File: src/rtl/cpu_types_pkg.sv
// Basic datapath word and instruction-field types shared across the pipeline.
package cpu_types_pkg;

    localparam int unsigned WordW = 32;

    typedef logic [WordW-1:0] word_t;
    typedef logic [5:0]       opcode_t;
    typedef logic [5:0]       funct_t;
    typedef logic [4:0]       regbits_t;

endpackage

File: src/rtl/data_path_muxs_pkg.sv
// Datapath mux selects shared between the fetch stage and the hazard unit.
package data_path_muxs_pkg;

    typedef enum logic [2:0] {
        SEL_LOAD_NXT_INSTR     = 3'd0,
        SEL_LOAD_BR_ADDR       = 3'd1,
        SEL_LOAD_NXT_PC_EX_MEM = 3'd2,
        SEL_LOAD_JMP_ADDR      = 3'd3,
        SEL_LOAD_JR_ADDR       = 3'd4
    } pcsrc_t;

endpackage

File: src/rtl/fetch_stage_if.sv
// Bundle of every non-clock/reset signal crossing the fetch stage boundary.
interface fetch_stage_if
    import cpu_types_pkg::*;
    import data_path_muxs_pkg::*;
#(
    parameter int unsigned COUNT_W = 32
) ();

    pcsrc_t               PCSrc;
    logic                 enable_pc;
    logic                 enable_IF_ID;
    logic                 flush_IF_ID;
    logic                 ihit;
    word_t                imemload;
    word_t                restore_pc;
    word_t                jr_addr;
    logic                 halt;
    logic                 imemREN;
    word_t                imemaddr;
    word_t                instr_IF_ID;
    word_t                npc_IF_ID;
    logic                 valid_IF_ID;
    opcode_t              opcode_IF_ID;
    funct_t               func_IF_ID;
    regbits_t             Rs_IF_ID;
    regbits_t             Rt_IF_ID;
    logic [COUNT_W-1:0]   fetch_count;

    modport latch (
        input  enable_IF_ID, flush_IF_ID, ihit, imemload,
        output instr_IF_ID, npc_IF_ID, valid_IF_ID, fetch_count
    );

    modport hazard (
        output PCSrc, enable_pc, enable_IF_ID, flush_IF_ID,
        input  opcode_IF_ID, func_IF_ID, Rs_IF_ID, Rt_IF_ID, valid_IF_ID
    );

endinterface

File: src/rtl/if_id_latch.sv
// IF/ID pipeline register with halt/stall/flush priority and the retired-fetch counter.
module if_id_latch
    import cpu_types_pkg::*;
#(
    parameter int unsigned COUNT_W = 32
) (
    input  logic          CLK,
    input  logic          RST,
    input  logic          halted,
    input  word_t         npc,
    fetch_stage_if.latch  bus
);

    word_t              instr_q;
    word_t              npc_q;
    logic               valid_q;
    logic [COUNT_W-1:0] count_q;

    // Halt beats stall, stall beats flush: a flush arriving during a stall is lost.
    always_ff @(posedge CLK) begin
        if (RST) begin
            instr_q <= '0;
            npc_q   <= '0;
            valid_q <= 1'b0;
            count_q <= '0;
        end else if (halted) begin
            instr_q <= '0;
            npc_q   <= '0;
            valid_q <= 1'b0;
        end else if (!bus.enable_IF_ID) begin
            instr_q <= instr_q;
            npc_q   <= npc_q;
            valid_q <= valid_q;
        end else if (bus.flush_IF_ID) begin
            instr_q <= '0;
            npc_q   <= '0;
            valid_q <= 1'b0;
        end else begin
            instr_q <= bus.imemload;
            npc_q   <= npc;
            valid_q <= bus.ihit;
            if (bus.ihit) begin
                count_q <= count_q + COUNT_W'(1);
            end
        end
    end

    assign bus.instr_IF_ID = instr_q;
    assign bus.npc_IF_ID   = npc_q;
    assign bus.valid_IF_ID = valid_q;
    assign bus.fetch_count = count_q;

endmodule

File: src/rtl/fetch_stage.sv
// Instruction-fetch stage: PC register, next-PC select, imem request and IF/ID latch.
module fetch_stage
    import cpu_types_pkg::*;
    import data_path_muxs_pkg::*;
#(
    parameter word_t       PC_INIT = 32'h0000_0000,
    parameter int unsigned COUNT_W = 32
) (
    input  logic               CLK,
    input  logic               RST,
    input  pcsrc_t             PCSrc,
    input  logic               enable_pc,
    input  logic               enable_IF_ID,
    input  logic               flush_IF_ID,
    input  logic               ihit,
    input  word_t              imemload,
    input  word_t              restore_pc,
    input  word_t              jr_addr,
    input  logic               halt,
    output logic               imemREN,
    output word_t              imemaddr,
    output word_t              instr_IF_ID,
    output word_t              npc_IF_ID,
    output logic               valid_IF_ID,
    output opcode_t            opcode_IF_ID,
    output funct_t             func_IF_ID,
    output regbits_t           Rs_IF_ID,
    output regbits_t           Rt_IF_ID,
    output logic [COUNT_W-1:0] fetch_count
);

    fetch_stage_if #(.COUNT_W(COUNT_W)) bus ();

    assign bus.PCSrc        = PCSrc;
    assign bus.enable_pc    = enable_pc;
    assign bus.enable_IF_ID = enable_IF_ID;
    assign bus.flush_IF_ID  = flush_IF_ID;
    assign bus.ihit         = ihit;
    assign bus.imemload     = imemload;
    assign bus.restore_pc   = restore_pc;
    assign bus.jr_addr      = jr_addr;
    assign bus.halt         = halt;

    word_t pc_q;
    word_t pc_plus4;
    word_t br_offset;
    word_t next_pc;
    logic  halted_q;

    assign pc_plus4  = pc_q + 32'd4;
    assign br_offset = {{14{bus.instr_IF_ID[15]}}, bus.instr_IF_ID[15:0], 2'b00};

    always_comb begin
        next_pc = pc_plus4;
        case (bus.PCSrc)
            SEL_LOAD_NXT_INSTR:     next_pc = pc_plus4;
            SEL_LOAD_BR_ADDR:       next_pc = bus.npc_IF_ID + br_offset;
            SEL_LOAD_NXT_PC_EX_MEM: next_pc = bus.restore_pc;
            SEL_LOAD_JMP_ADDR:      next_pc = {bus.npc_IF_ID[31:28], bus.instr_IF_ID[25:0], 2'b00};
            SEL_LOAD_JR_ADDR:       next_pc = bus.jr_addr;
            default:                next_pc = pc_plus4;
        endcase
    end

    // enable_pc already folds in memory-hit gating; only halt can still freeze the PC.
    always_ff @(posedge CLK) begin
        if (RST) begin
            pc_q     <= PC_INIT;
            halted_q <= 1'b0;
        end else begin
            halted_q <= halted_q | bus.halt;
            if (bus.enable_pc && !halted_q) begin
                pc_q <= next_pc;
            end
        end
    end

    if_id_latch #(
        .COUNT_W (COUNT_W)
    ) u_if_id_latch (
        .CLK    (CLK),
        .RST    (RST),
        .halted (halted_q),
        .npc    (pc_plus4),
        .bus    (bus.latch)
    );

    assign bus.imemREN      = ~halted_q;
    assign bus.imemaddr     = pc_q;
    assign bus.opcode_IF_ID = bus.instr_IF_ID[31:26];
    assign bus.func_IF_ID   = bus.instr_IF_ID[5:0];
    assign bus.Rs_IF_ID     = bus.instr_IF_ID[25:21];
    assign bus.Rt_IF_ID     = bus.instr_IF_ID[20:16];

    assign imemREN      = bus.imemREN;
    assign imemaddr     = bus.imemaddr;
    assign instr_IF_ID  = bus.instr_IF_ID;
    assign npc_IF_ID    = bus.npc_IF_ID;
    assign valid_IF_ID  = bus.valid_IF_ID;
    assign opcode_IF_ID = bus.opcode_IF_ID;
    assign func_IF_ID   = bus.func_IF_ID;
    assign Rs_IF_ID     = bus.Rs_IF_ID;
    assign Rt_IF_ID     = bus.Rt_IF_ID;
    assign fetch_count  = bus.fetch_count;

endmodule
File: config.mk
export PLATFORM = sky130hd
export DESIGN_NAME = fetch_stage
export DESIGN_NICKNAME = d
export VERILOG_FILES = /design/src/rtl/cpu_types_pkg.sv /design/src/rtl/data_path_muxs_pkg.sv /design/src/rtl/fetch_stage_if.sv /design/src/rtl/if_id_latch.sv /design/src/rtl/fetch_stage.sv
export SDC_FILE = /design/constraint.sdc
export NUM_CORES = 1
export LEC_CHECK = 0
export ABC_AREA = 1
export BUFFER_PORTS_ARGS = -buffer_cell sky130_fd_sc_hd__buf_2
export CAP_MARGIN = 10
export CORE_MARGIN = 4
export CORE_UTILIZATION = 58
export CTS_CLUSTER_DIAMETER = 150
export DETAILED_ROUTE_END_ITERATION = 10
export GPL_TIMING_DRIVEN = 0
export PLACE_DENSITY = 0.86
export SYNTH_ARGS = -nofsm -noshare
export SYNTH_HDL_FRONTEND = slang
export SYNTH_SLANG_ARGS = --single-unit
File: constraint.sdc
create_clock -name CLK -period 4.1 [get_ports CLK]
set_input_delay 0 -clock CLK [delete_from_list [all_inputs] [get_ports CLK]]
set_output_delay 0 -clock CLK [all_outputs]
set_load 0.02 [all_outputs]
==> impl_summary.md <==
Clock tree
The buffer levels on the longest clock path is 2. In this run the number of H-tree levels came out at 4. The count of cells resized by post-cts repair is 0. For the worst-skew pair, the clock arrives at the later sink with an insertion delay of 0.44 ns. The post-CTS clock slew at the launch and capture registers of the worst setup and hold paths is 0.06 ns.

Buffers inserted during clock tree synthesis total 17. The number of clock sinks is 130. TritonCTS built the clock tree. The tree is rooted in a sky130_fd_sc_hd__clkbuf_16.

Power and ir drop
The portion of total power attributed to combinational logic is 14.8%. In this run the power density over the cells is 300 mW/mm^2. The cell-internal power is 2.48 mW.

In this run the power spent charging and discharging nets is 1.04 mW. The share of total power dissipated in sequential elements is 38.2%. The clock network fraction of total power is 47.0%.

The largest voltage drop on the vdd net is 0.287 mV. Summed over all cells, the static leakage comes to 5.54 nW. Net switching is 29.5% of the power.

STA
Measured against its own limit, the worst slew margin works out to 37.7%. On the final layout, the worst hold slack is 0.00244 ns. The count of endpoints failing setup in the final report is 0. The final worst-path cycle share is 72.3%. The total count of max-transition violations in the final report is 0. The setup TNS after final layout is 0 ns. Timing would allow up to 338 MHz. The final-report hold violation count was 0. The slew at the pin closest to its max-slew limit is 0.934 ns. Setup repair after global routing left no endpoint under its margin. The post-route clock skew is 0.0106 ns. The clock period minus worst slack is 2.96 ns.

Finish
The finished cells cover 0.0117 sq mm. The number of nets in the finished design is 1899. The number of filler instances in the final layout is 1238. The multi-input combinational cells in the finished layout cover a total of 0.00562 sq mm. The final core area utilization is 76.7%.

The area occupied by registers is 0.00260 sq mm. The share of post-route cells with drive strength above 1 is 21.4%. The area added between synthesis and finish is 28.3%.

Setup path
Broken down by cell family, the worst path's largest delay share belongs to flip-flops. The sort of element at the start of the critical path is a flip-flop. The most numerous cell type found on the critical path is sky130_fd_sc_hd__nand2_1. The critical path's largest stage delay is 0.93 ns. For the worst setup path, the data required time is 4.46 ns. The type of destination of the critical path is a flip-flop. On the critical path, the stage with the largest delay is an instance of sky130_fd_sc_hd__dfxtp_1. Of all nets on the critical path, the largest fanout is 18. Data on the critical path arrives at its endpoint at 3.32 ns. The critical path is of the flip-flop to flip-flop type. The critical path goes through ha_1 -> nand2_1 -> inv_1 -> a21oi_1 -> inv_1 -> a21oi_1 -> nand3_1 -> nand2_1 -> nand2_1 -> o21ai_0 -> nand2_1 -> a21oi_1. The buffers plus inverters on the worst setup path is 2.

Drt
After detailed routing, the number of remaining DRC violations is 0. The routed layout has 11862 vias. The vias per cell is 5.97. The first-iteration detailed-routing DRC count is 1432. The first-pass iteration count of the detailed router is 8. The detail route stage leaves a number of antenna-violating nets equal to 0. Summed over all layers, the routed wires come to 40200 um. The routed wirelength normalized by instance count is 20.3 um.

Yosys
The most used flip-flop cell after synthesis is sky130_fd_sc_hd__dfxtp_1. The portion of the post-synthesis area used by sequential elements is 28.4%. The fraction of registers with async set or reset after synthesis is 0%. In this run, synthesis inferred 0 flip-flops with an integrated enable.

During synthesis, Yosys emitted a total of 0 warnings. The number of synthesized register bits is 130. The mean cell area of the mapped netlist is 6.34 sq um.

The net count after synthesis is 1583. In the post-synthesis netlist, the biggest area contributors are sky130_fd_sc_hd__dfxtp_1, sky130_fd_sc_hd__nand2_1, sky130_fd_sc_hd__a21oi_1, sky130_fd_sc_hd__inv_1, sky130_fd_sc_hd__nand3_1. Summed over its instances, the top area cell type makes up 28.4% of the synthesized netlist area. The mapped netlist covers 0.00916 sq mm. The netlist uses 50 different library cells.

The synthesized instance count is 1445. The synthesized design spends more area on one cell type than any other, namely sky130_fd_sc_hd__dfxtp_1. In the synthesized netlist, the cells that appear most often are sky130_fd_sc_hd__nand2_1, sky130_fd_sc_hd__a21oi_1, sky130_fd_sc_hd__inv_1, sky130_fd_sc_hd__dfxtp_1, sky130_fd_sc_hd__nor2_1. sky130_fd_sc_hd__nand2_1 is the most common cell in the netlist.

Floorplan
The count of standard-cell rows is 45. The die covers 0.0179 sq mm. Once the floorplan was initialized, standard cells occupied 59.8% of the core. The die is 134 um wide. The number of primary I/O pins is 258. The die outline height is 134 um.

The area of the placeable core is 0.0153 sq mm.

Place
After detailed placement, the total cell area comes to 0.0107 sq mm. In this run the tool buffered the top-level ports with 255 buffer cells. The placed wire-length estimate is 30200 um. At the end of routability-driven placement, the weighted congestion stood at 1.05.

GRT
The via count of the first global-routing pass was 11247. The first global-routing pass estimated 60900 um of wire. The initial antenna violation count is 1.

The maximum number of pins on one net before global-route repair is 19. The total overflow left after global routing is 0. Global routing consumed, over all layers together, 43.6% of the routing resources.

Hold path
The path class of the tightest hold or removal check is input pin to flip-flop.

Job
Across the run, the number of max-cap violations was 0.

Status
The run finished with clean final reports.
==> cells by family (layout without fill, tap and decap cells) <==
family                     count (synthesis)  in the layout  synth area share (%)
and+or+nand+nor                          761            761                  36.8
AOI/OAI and AO/OA                        275            275                  17.3
DFF                                      130            130                  28.4
buffers and inverters                    218            547                  10.2
other                                      0              1                     0
adders and majority gates                 32             32                  4.45
xor gates and xnor gates                  29             29                  2.77
==> registers in the layout, indices dropped and copies added, names as in the netlist <==
name and flops:
halted_q 1, u_if_id_latch.bus.fetch_count 32, u_if_id_latch.bus.instr_IF_ID 32, u_if_id_latch.bus.npc_IF_ID 32
imemaddr 32, u_if_id_latch.bus.valid_IF_ID 1
==> power groups by stage <==
stage          clock network [mW]  registers [mW]  logic, mW
2_1_floorplan                   0            1.39      0.228
3_3_place_gp                    0            1.37      0.457
3_5_place_dp                    0            1.37      0.463
4_1_cts                      1.64            1.34      0.497
5_1_grt                      1.70            1.35      0.548
6_report                     1.65            1.34      0.520
==> layer usage <==
layer	global-route usage [%]	up-vias	part of all wire, %
met5	0	-	0
met4	29.9	0	7.5
met3	11.0	186	12
met2	69.5	883	44
met1	51.7	5399	36
li1	-	5394	-
==> what timing repair did <==
action                    CTS  global route
setup buffers               0             0
hold buffers               42             0
hold endpoints to repair   44             0
==> path summary, 6_finish.rpt <==
kind	start	endpoint	slack (ns)	cells after the start
worst min-delay path	enable_IF_ID	u_if_id_latch.bus.npc_IF_ID[25]	0.002	4
worst max-delay path	u_if_id_latch.bus.instr_IF_ID[15]	imemaddr[25]	1.14	12
worst max register to register	u_if_id_latch.bus.instr_IF_ID[15]	imemaddr[25]	1.14	12
worst min register to register	u_if_id_latch.bus.valid_IF_ID	u_if_id_latch.bus.valid_IF_ID	0.47	2
==> through the flow <==
step | total power, mW | std cells | setup WS [ns]
2_1_floorplan | 1.62 | 1445 | 1.98
3_3_place_gp | 1.82 | 1911 | 1.30
3_5_place_dp | 1.83 | 1911 | 1.25
4_1_cts | 3.48 | 1985 | 1.24
5_1_grt | 3.60 | 1986 | 0.876
6_report | 3.52 | 1986 | 1.14
==> placed cells by master, fill, tap and decap left out, types with 3 or more instances in the layout <==
cell type                       synthesis  routed
sky130_fd_sc_hd__a211oi_1              18      18
sky130_fd_sc_hd__a21o_1                 4       4
sky130_fd_sc_hd__a21oi_1              164     164
sky130_fd_sc_hd__a31oi_1                4       4
sky130_fd_sc_hd__a32o_1                18      18
sky130_fd_sc_hd__and2_1                 3       3
sky130_fd_sc_hd__buf_1                  5       5
sky130_fd_sc_hd__buf_2                  8     263
sky130_fd_sc_hd__buf_4                 22      22
sky130_fd_sc_hd__bufinv_16              0       3
sky130_fd_sc_hd__clkbuf_1              34      34
sky130_fd_sc_hd__clkbuf_16              0      17
sky130_fd_sc_hd__clkbuf_8               2       4
sky130_fd_sc_hd__dfxtp_1              130     130
sky130_fd_sc_hd__dlygate4sd3_1          0      42
sky130_fd_sc_hd__ha_1                  31      31
sky130_fd_sc_hd__inv_1                136     136
sky130_fd_sc_hd__inv_2                  9       9
sky130_fd_sc_hd__inv_6                  0       3
sky130_fd_sc_hd__nand2_1              462     462
sky130_fd_sc_hd__nand2_2               10      10
sky130_fd_sc_hd__nand3_1               87      87
sky130_fd_sc_hd__nand3_2                3       3
sky130_fd_sc_hd__nand3b_1               4       4
sky130_fd_sc_hd__nand4_1               21      21
sky130_fd_sc_hd__nor2_1                92      92
sky130_fd_sc_hd__nor2_2                 7       7
sky130_fd_sc_hd__nor2_4                 7       7
sky130_fd_sc_hd__nor3_1                25      25
sky130_fd_sc_hd__nor3_2                 6       6
sky130_fd_sc_hd__nor4_1                 7       7
sky130_fd_sc_hd__o211ai_1               4       4
sky130_fd_sc_hd__o21ai_0               44      44
sky130_fd_sc_hd__o21ai_1                3       3
sky130_fd_sc_hd__o21bai_1               7       7
sky130_fd_sc_hd__or2_1                  9       9
sky130_fd_sc_hd__or2_2                  9       9
sky130_fd_sc_hd__xnor2_1                8       8
sky130_fd_sc_hd__xor2_1                21      21
==> worst register-to-register path, delay by kind of cell (launching register included) <==
family | cells | cell delay, ns
DFF | 1 | 0.93
AOI/OAI and AO/OA | 4 | 0.93
and+or+nand+nor | 5 | 0.47
adders and majority gates | 1 | 0.44
buffers and inverters | 2 | 0.12
==> final cells by class <==
| class | instances | share of cell area [%] |
|---|---|---|
| multi-input cells | 1097 | 47.8 |
| flip-flops and latches | 130 | 22.2 |
| repair buffers | 297 | 14.4 |
| inverters | 146 | 4.67 |
| clock buffers | 19 | 3.86 |
| plain buffers | 72 | 3.32 |
| well taps | 211 | 2.25 |
| clock inverters | 13 | 1.48 |
| diodes | 1 | 0.0213 |
Note: power is estimated with default switching activity, not from simulation.
